--- src/rtl/ice40_io_sequencer.sv ---
// Sequences UART rx bytes into a flat operand for an XLS computation and
// streams the flat result back out byte by byte, gating the host with CTS.
//
// state       | meaning
// COLLECT     | gathering rx bytes into flat_input, host may send
// ISSUE       | flat_input_valid high, waiting for the computation to accept
// WAIT_RESULT | flat_output_ready high, waiting for the result
// TRANSMIT    | streaming result bytes to UART tx, LSB byte first
module ice40_io_sequencer #(
  parameter int InputBytes  = 1,
  parameter int OutputBytes = 4
) (
  input  logic                     clk,
  input  logic                     rst_n,
  input  logic [7:0]               rx_byte,
  input  logic                     rx_byte_valid,
  output logic                     rx_byte_done,
  output logic [8*InputBytes-1:0]  flat_input,
  output logic                     flat_input_valid,
  input  logic                     flat_input_ready,
  input  logic [8*OutputBytes-1:0] flat_output,
  input  logic                     flat_output_valid,
  output logic                     flat_output_ready,
  output logic [7:0]               tx_byte,
  output logic                     tx_byte_valid,
  input  logic                     tx_byte_ready,
  output logic                     clear_to_send_out_n,
  output logic                     overrun
);

  localparam int RxCntW = (InputBytes > 1) ? $clog2(InputBytes) : 1;
  localparam int TxCntW = (OutputBytes > 1) ? $clog2(OutputBytes) : 1;
  localparam logic [RxCntW-1:0] RxLast = RxCntW'(InputBytes - 1);
  localparam logic [TxCntW-1:0] TxLast = TxCntW'(OutputBytes - 1);

  typedef enum logic [1:0] {COLLECT, ISSUE, WAIT_RESULT, TRANSMIT} state_e;

  state_e                   state_q, state_d;
  logic [RxCntW-1:0]        rx_count_q, rx_count_d;
  logic [TxCntW-1:0]        tx_count_q, tx_count_d, tx_count_inc;
  logic [8*InputBytes-1:0]  flat_input_q, flat_input_d;
  logic [8*OutputBytes-1:0] result_q, result_d;
  logic                     flat_input_valid_q, flat_input_valid_d;
  logic                     flat_output_ready_q, flat_output_ready_d;
  logic [7:0]               tx_byte_q, tx_byte_d;
  logic                     tx_byte_valid_q, tx_byte_valid_d;
  logic                     rx_byte_done_q, rx_byte_done_d;
  logic                     overrun_q, overrun_d;
  logic                     cts_n_q, cts_n_d;

  always_ff @(posedge clk or negedge rst_n) begin
    if (!rst_n) begin
      state_q             <= COLLECT;
      rx_count_q          <= '0;
      tx_count_q          <= '0;
      flat_input_q        <= '0;
      result_q            <= '0;
      flat_input_valid_q  <= 1'b0;
      flat_output_ready_q <= 1'b0;
      tx_byte_q           <= '0;
      tx_byte_valid_q     <= 1'b0;
      rx_byte_done_q      <= 1'b0;
      overrun_q           <= 1'b0;
      cts_n_q             <= 1'b0;
    end else begin
      state_q             <= state_d;
      rx_count_q          <= rx_count_d;
      tx_count_q          <= tx_count_d;
      flat_input_q        <= flat_input_d;
      result_q            <= result_d;
      flat_input_valid_q  <= flat_input_valid_d;
      flat_output_ready_q <= flat_output_ready_d;
      tx_byte_q           <= tx_byte_d;
      tx_byte_valid_q     <= tx_byte_valid_d;
      rx_byte_done_q      <= rx_byte_done_d;
      overrun_q           <= overrun_d;
      cts_n_q             <= cts_n_d;
    end
  end

  always_comb begin
    state_d             = state_q;
    rx_count_d          = rx_count_q;
    tx_count_d          = tx_count_q;
    tx_count_inc        = tx_count_q + 1'b1;
    flat_input_d        = flat_input_q;
    result_d            = result_q;
    flat_input_valid_d  = flat_input_valid_q;
    flat_output_ready_d = flat_output_ready_q;
    tx_byte_d           = tx_byte_q;
    tx_byte_valid_d     = tx_byte_valid_q;
    rx_byte_done_d      = 1'b0;
    overrun_d           = overrun_q;
    cts_n_d             = cts_n_q;

    // Bytes arriving outside COLLECT are dropped but remembered.
    if (rx_byte_valid && (state_q != COLLECT)) begin
      overrun_d = 1'b1;
    end

    unique case (state_q)
      COLLECT: begin
        if (rx_byte_valid) begin
          flat_input_d[{rx_count_q, 3'b000} +: 8] = rx_byte;
          rx_byte_done_d = 1'b1;
          if (rx_count_q == RxLast) begin
            rx_count_d         = '0;
            state_d            = ISSUE;
            flat_input_valid_d = 1'b1;
            cts_n_d            = 1'b1;
          end else begin
            rx_count_d = rx_count_q + 1'b1;
          end
        end
      end
      ISSUE: begin
        if (flat_input_valid_q && flat_input_ready) begin
          flat_input_valid_d  = 1'b0;
          flat_output_ready_d = 1'b1;
          state_d             = WAIT_RESULT;
        end
      end
      WAIT_RESULT: begin
        if (flat_output_ready_q && flat_output_valid) begin
          result_d            = flat_output;
          flat_output_ready_d = 1'b0;
          tx_count_d          = '0;
          tx_byte_d           = flat_output[7:0];
          tx_byte_valid_d     = 1'b1;
          state_d             = TRANSMIT;
        end
      end
      TRANSMIT: begin
        if (tx_byte_valid_q && tx_byte_ready) begin
          if (tx_count_q == TxLast) begin
            tx_count_d      = '0;
            tx_byte_valid_d = 1'b0;
            cts_n_d         = 1'b0;
            state_d         = COLLECT;
          end else begin
            tx_count_d = tx_count_inc;
            tx_byte_d  = result_q[{tx_count_inc, 3'b000} +: 8];
          end
        end
      end
      default: state_d = COLLECT;
    endcase
  end

  assign rx_byte_done        = rx_byte_done_q;
  assign flat_input          = flat_input_q;
  assign flat_input_valid    = flat_input_valid_q;
  assign flat_output_ready   = flat_output_ready_q;
  assign tx_byte             = tx_byte_q;
  assign tx_byte_valid       = tx_byte_valid_q;
  assign clear_to_send_out_n = cts_n_q;
  assign overrun             = overrun_q;

endmodule

--- config.mk ---
export PLATFORM = sky130hd
export DESIGN_NAME = ice40_io_sequencer
export DESIGN_NICKNAME = d
export VERILOG_FILES = /design/src/rtl/ice40_io_sequencer.sv
export SDC_FILE = /design/constraint.sdc
export NUM_CORES = 1
export LEC_CHECK = 0
export CORE_MARGIN = 3
export CORE_UTILIZATION = 35
export CTS_CLUSTER_SIZE = 14
export DETAILED_ROUTE_END_ITERATION = 10
export SLEW_MARGIN = 25
export SYNTH_ARGS = -nofsm -noshare
export SYNTH_HDL_FRONTEND = slang
export SYNTH_SLANG_ARGS = --single-unit
--- constraint.sdc ---
create_clock -name clk -period 1.7 [get_ports clk]
set_input_delay 0.17 -clock clk [delete_from_list [all_inputs] [get_ports clk]]
set_output_delay 0.17 -clock clk [all_outputs]
set_load 0.05 [all_outputs]
# Word level (Yosys, flattened, before mapping)
# Index checks and enable logic that the tools add are counted.
[op_classes]
shifts = 3
eq_ne = 11
div = 0
bitwise_logic = 0
n_addsub = 3
order_cmp = 0
n_reduce_logical = 19
muxes = 31
multipliers = 0
[op_table]
columns = ["op", "n"]
rows = [
  ["variable part select 32 x 6 -> 8 bit", 1],
  ["two-way mux 8 bit", 3],
  ["two-way mux 2 bit", 9],
  ["case mux 8 bit (2 select lines)", 1],
  ["!= test 2 bit (second input constant)", 7],
  ["AND reduction 4 bit", 3],
  ["two-way mux 1 bit", 11],
  ["nonzero test 2 bit", 5],
  ["bitwise mux 8 bit", 1],
  ["case mux 1 bit (2 select lines)", 4],
  ["case mux 2 bit (4 select lines)", 1],
  ["variable shift 8 x 6 -> 8 bit (first input constant)", 1],
  ["variable part select 8 x 6 -> 8 bit", 1],
  ["== test 2 bit (second input constant)", 3],
  ["negator 4 -> 6 bit", 1],
  ["AND reduction 3 bit", 2],
  ["AND reduction 6 bit", 1],
  ["AND reduction 5 bit", 1],
  ["logical AND 1 bit", 4],
  ["case mux 2 bit (2 select lines)", 1],
  ["AND reduction 2 bit", 2],
  ["adder 2 x 1 -> 2 bit (second input constant)", 1],
  ["== test 2 x 1 -> 1 bit (second input constant)", 1],
  ["logical NOT 2 bit", 1],
  ["adder 1 bit (second input constant)", 1],
]
[totals]
in_bits = 46
memories = 0
out_inout_bits = 22
word_cells = 79
latchBits = 0
ramBits = 0
reg_bits = 59
rom_bits = 0

# Depth between registers and ports, before layout
# Gate-level depths: netlist of the first run.
[logic_depth]
word_depth = 5
mapped_depth = 7
ltp_nobuf = 6

# Worst setup path before layout of the first run
# No wires, ideal clock.
[synth_path]
path_kind = "reg-to-reg"
from = "register tx_byte_valid_q, in the netlist tx_byte_valid"
to = "register tx_byte_q[0], in the netlist tx_byte[0]"
required_ps = 1575
t_arrival_ps = 1673
path_buffers = 0
stages_incl_launch_ff = 5
period_less_slack_ps = 1798
setup_time_ps = 125
path_slack_ps = -98
cell_sequence = "dfrtp_1 -> nand2_1 -> a22oi_2 -> a21boi_4 -> mux2_2"
[synth_between]
elab_chain_len = 3
[synth_lines]
columns = ["item", "line", "text"]
rows = [
  ["start, declared", "46", "logic tx_byte_valid_q, tx_byte_valid_d;"],
  ["start signal, assigned", "74", "tx_byte_valid_q <= tx_byte_valid_d;"],
  ["logical AND 1 bit", "134", "if (tx_byte_valid_q && tx_byte_ready) begin"],
  ["!= test 2 bit (no source line)", "-", ""],
  ["AND reduction 4 bit (no source line)", "-", ""],
  ["end signal, assigned", "73", "tx_byte_q <= tx_byte_d;"],
  ["end, declared", "45", "logic [7:0] tx_byte_q, tx_byte_d;"],
]
# No other way between the ends.
# A chain may end at the register's enable or synchronous reset.

# Worst setup path in the final report of the first run
[layout_path]
from = "register state_q[1]"
to = "register tx_byte_q[4], in the netlist tx_byte[4]"
[layout_between]
elab_chain_len = 3
elab_cells_between_ends = 8
classes_between = "eq/ne: 5; mux: 1; reduce/logical: 2"
[layout_lines]
columns = ["item", "line", "text"]
rows = [
  ["start, declared", "38", "state_e state_q, state_d;"],
  ["start signal, assigned", "66", "state_q <= state_d;"],
  ["== test 2 bit", "101", "unique case (state_q)"],
  ["!= test 2 bit (no source line) or nonzero test 2 bit (tied branches)", "-", ""],
  ["AND reduction 4 bit (no source line)", "-", ""],
]
# Parallel ways exist; a longest one is shown, timed or not.

==> results of run 1 <==
report_power, final:
| part | internal [mW] | total (mW) | leakage [nW] | switching, mW |
|---|---|---|---|---|
| Clock | 0.907 | 1.46 | 0.117 | 0.555 |
| Sequential | 1.38 | 1.38 | 0.742 | 0.0000000000000000606 |
| Combinational | 0.105 | 0.158 | 0.972 | 0.0527 |
critical path, delay by kind of cell (launching register included):
kind	cells	cell delay, ns
AOI/OAI and AO/OA	1	0.17
buffers and inverters	1	0.15
and+or+nand+nor	1	0.29
adders and majority gates	1	0.19
muxes	1	0.30
DFF	1	0.44
stage by stage:
| step | hold slack [ns] | util (%) |
|---|---|---|
| after floorplan | -0.126 | - |
| after detailed placement | 0.209 | 49.1 |
| after global routing | 0.406 | 53.7 |
| final | 0.377 | 53.7 |
| after CTS | 0.387 | 52.8 |
| after global placement | 0.204 | 49.1 |
cells in the final DEF (no fill, tap or decap), types with 2 or more instances in the layout:
cell type | synthesis | routed
dfrtp_1 | 58 | 53
clkdlybuf4s50_1 | 0 | 50
mux2_2 | 51 | 43
buf_4 | 2 | 22
mux2i_1 | 19 | 19
nand2_1 | 13 | 13
nand2b_1 | 11 | 11
clkbuf_8 | 0 | 11
o221ai_1 | 8 | 8
mux2_4 | 0 | 8
dlymetal6s2s_1 | 0 | 6
inv_1 | 6 | 5
dfrtp_2 | 0 | 5
buf_12 | 0 | 5
o21ai_0 | 4 | 4
ha_4 | 0 | 3
ha_1 | 7 | 3
bufinv_16 | 0 | 2
cell type report:
class                      instances  area [sq um]
tap                               99           124
sequential                        58          1460
clock buffer                      12           155
timing repair buffer              85           856
fill                             637          3400
clock inverter                     4          73.8
inverter                           6          22.5
multi-input combinational        126          1240
cells by family (layout without fill, tap and decap cells):
| family | count (synthesis) | after routing |
|---|---|---|
| flip-flops | 58 | 58 |
| multiplexers | 70 | 70 |
| buffers and inverters | 14 | 107 |
| AND/OR/NAND/NOR | 30 | 30 |
| AO/OA/AOI/OAI | 19 | 19 |
| adder cells (fa/ha/maj) | 7 | 7 |
flip-flops by register name (all words and copies together) (netlist names), 2 cells and up:
name and cells:
result_q 32, flat_input 8, tx_byte 8, state_q 2
tx_count_q 2
final timing paths:
| kind | cells after the start | end | startpoint |
|---|---|---|---|
| setup / recovery | 5 | tx_byte[4] | state_q[1] |
| hold / removal | 3 | result_q[22] | rst_n |
| setup reg to reg | 5 | tx_byte[4] | state_q[1] |
| hold reg to reg | 1 | overrun | overrun |
| max in group asynchronous | 3 | state_q[1] | rst_n |
| min in group clk | 2 | result_q[30] | flat_output[30] |
layer usage:
layer | track usage [%] | wire, microns
met1 | 18.7 | 2660
met2 | 22.0 | 2790
met3 | 4.10 | 233
met4 | 5.05 | 38
met5 | 0 | 0
repair_timing:
action                                  4_1_cts  5_1_grt
endpoints found under the setup margin        8       23
hold buffers                                  1        0
gates resized for setup                       6       20
gates cloned                                  0        0
hold endpoints to repair                     58        0
pin swaps                                     0        2
==> summary.txt, run 1 <==
=================================================================================================================
Via count                                                                                                    1853
Hold Violations, Final                                                                                          0
Post-CTS setup buffer count                                                                                     0
CP endpoint kind                                                                                        flip-flop
Total overflow reported by the global router                                                                    0
Placed wire-length estimate                                                                               4.03 mm
Initial cell density of the core                                                                            36.6%
Total non-filler cell area in the finished layout                                                      3930 sq um
TritonCTS clock tree                                                                                          yes
Worst min-delay path category                                                                        primary input to asynchronous set/reset pin
Number of global-route vias before repair                                                                    2009
WL final                                                                                                  5.71 mm
Total inserted antenna cells                                                                                    0
Compound-gate portion of the synthesized area                                                               5.92%
Cell leakage power                                                                                        1.83 nW
Horiz. Die Dim                                                                                       93.5 microns
Vias per cell                                                                                                4.75
Maximum single-stage delay on the critical path                                                           0.44 ns
Top-area cell type share of the netlist area                                                                54.1%
Main combinational cell family by area after synthesis                                               multiplexers
Flip-flop and latch count after synthesis                                                                      58
Share of post-route cells with drive strength above 1                                                       37.5%
Number of placed instances, taps included                                                                     373
Count of synthesis-stage warnings from yosys                                                                    0
Max-capacitance violation count                                                                                 0
Clock tree root buffer cell                                                                              clkbuf_8
Main area contributors after synthesis                                                               dfrtp_1, mux2_2, mux2i_1
Post-Place Setup Slack                                                                                 -0.0503 ns
Antenna viol nets, final                                                                                        0
Post-layout min period                                                                                    1.65 ns
Die area                                                                                               8750 sq um
Number of top-level pins                                                                                       68
Area growth from synthesis to layout                                                                        46.6%
Number of DRC markers after the initial detailed-route iteration                                               51
Final weighted congestion in routability-driven placement                                                   0.724
Power per cell area                                                                                   762 nW/um^2
Xor-xnor portion of the synthesized cell area                                                                  0%
Flop2flop setup slack                                                                                     0.05 ns
Clock buffers created by TritonCTS                                                                              9
Arithmetic-cell share of the synthesized area counting full adders, half adders and majority gates          3.26%
Clock skew after layout                                                                                0.00661 ns
EDFF count, synth                                                                                               0
Worst-Skew Late Latency                                                                                   0.33 ns
Placed cell areas                                                                                      3600 sq um
Start-to-end type of the worst setup path                                                            flip-flop to flip-flop
Proportion of register bits with asynchronous set or reset after synthesis                                   100%
Most used DFF post-synth                                                                                  dfrtp_1
CP max-delay cell                                                                                         dfrtp_2
Final-layout setup total negative slack                                                                      0 ns
Per-cell routed wire length                                                                          14.7 microns
Transition time of the tightest slew-check pin                                                           0.510 ns
Pin count of the biggest net entering global routing                                                           59
Row Count                                                                                                      31
DIE HEIGHT                                                                                           93.5 microns
Fraction of the mapped netlist area in simple logic gates                                                   5.78%
Number of nets produced by synthesis                                                                          251
Number of nets in the final layout                                                                            339
Post-synthesis instance area                                                                           2680 sq um
TritonCTS Sinks                                                                                                58
Mapped Cells                                                                                                  198
CORE AREA                                                                                              7330 sq um
Wire length of the first global-routing pass                                                              9.70 mm
H-Tree Depth                                                                                                    3
Max-slew violation count                                                                                        0
Max Buffers Root-to-Sink                                                                                        2
Fin crit share                                                                                              97.1%
Critical path startpoint category                                                                       flip-flop
Final worst slack                                                                                       0.0500 ns
Remaining routing DRC violations                                                                                0
Reg clk slew, reported paths                                                                              0.07 ns
Leading cell types by count after synthesis                                                          dfrtp_1, mux2_2, mux2i_1, nand2_1, nand2b_1
Crit-path cells                                                                                      ha_4 > or2b_4 > a21boi_4 > buf_12 > mux2_4
Signal arrival time at the worst endpoint                                                                 1.86 ns
Number of different library cells in the post-synthesis netlist                                                24
Critical path fanouts, max                                                                                      8
Antenna violations before repair                                                                                0
Number of search-and-repair iterations in the first detailed-routing pass                                       4
Cell type contributing the most total cell area after synthesis                                           dfrtp_1
Mux contribution to synthesized area                                                                        28.5%
Finished Layout Cells                                                                                         390
Max-Slew Margin vs Limit                                                                                    66.0%
Per-instance average area after synthesis                                                              13.5 sq um
Final total power                                                                                         3.00 mW
Data required, critical path                                                                              1.91 ns
Gr usage total                                                                                              14.1%
Fmax achieved                                                                                             606 MHz
Sequential share of the synthesized area                                                                    54.1%
Result of the run                                                                                    finished clean
Top-count cell post-synth                                                                                 dfrtp_1
Largest vdd supply drop                                                                                    334 uV
Number of setup violations in the final report                                                                  0
IO buf count                                                                                                   67
=================================================================================================================
Power figures use the tool's default switching activity.
==> run 2, diff against run 1 <==
CAP_MARGIN = 20   (was unset)
SLEW_MARGIN = unset   (was 25)
==> results of run 2 <==
The final DEF is identical to that of run 1; final timing and power are the same.
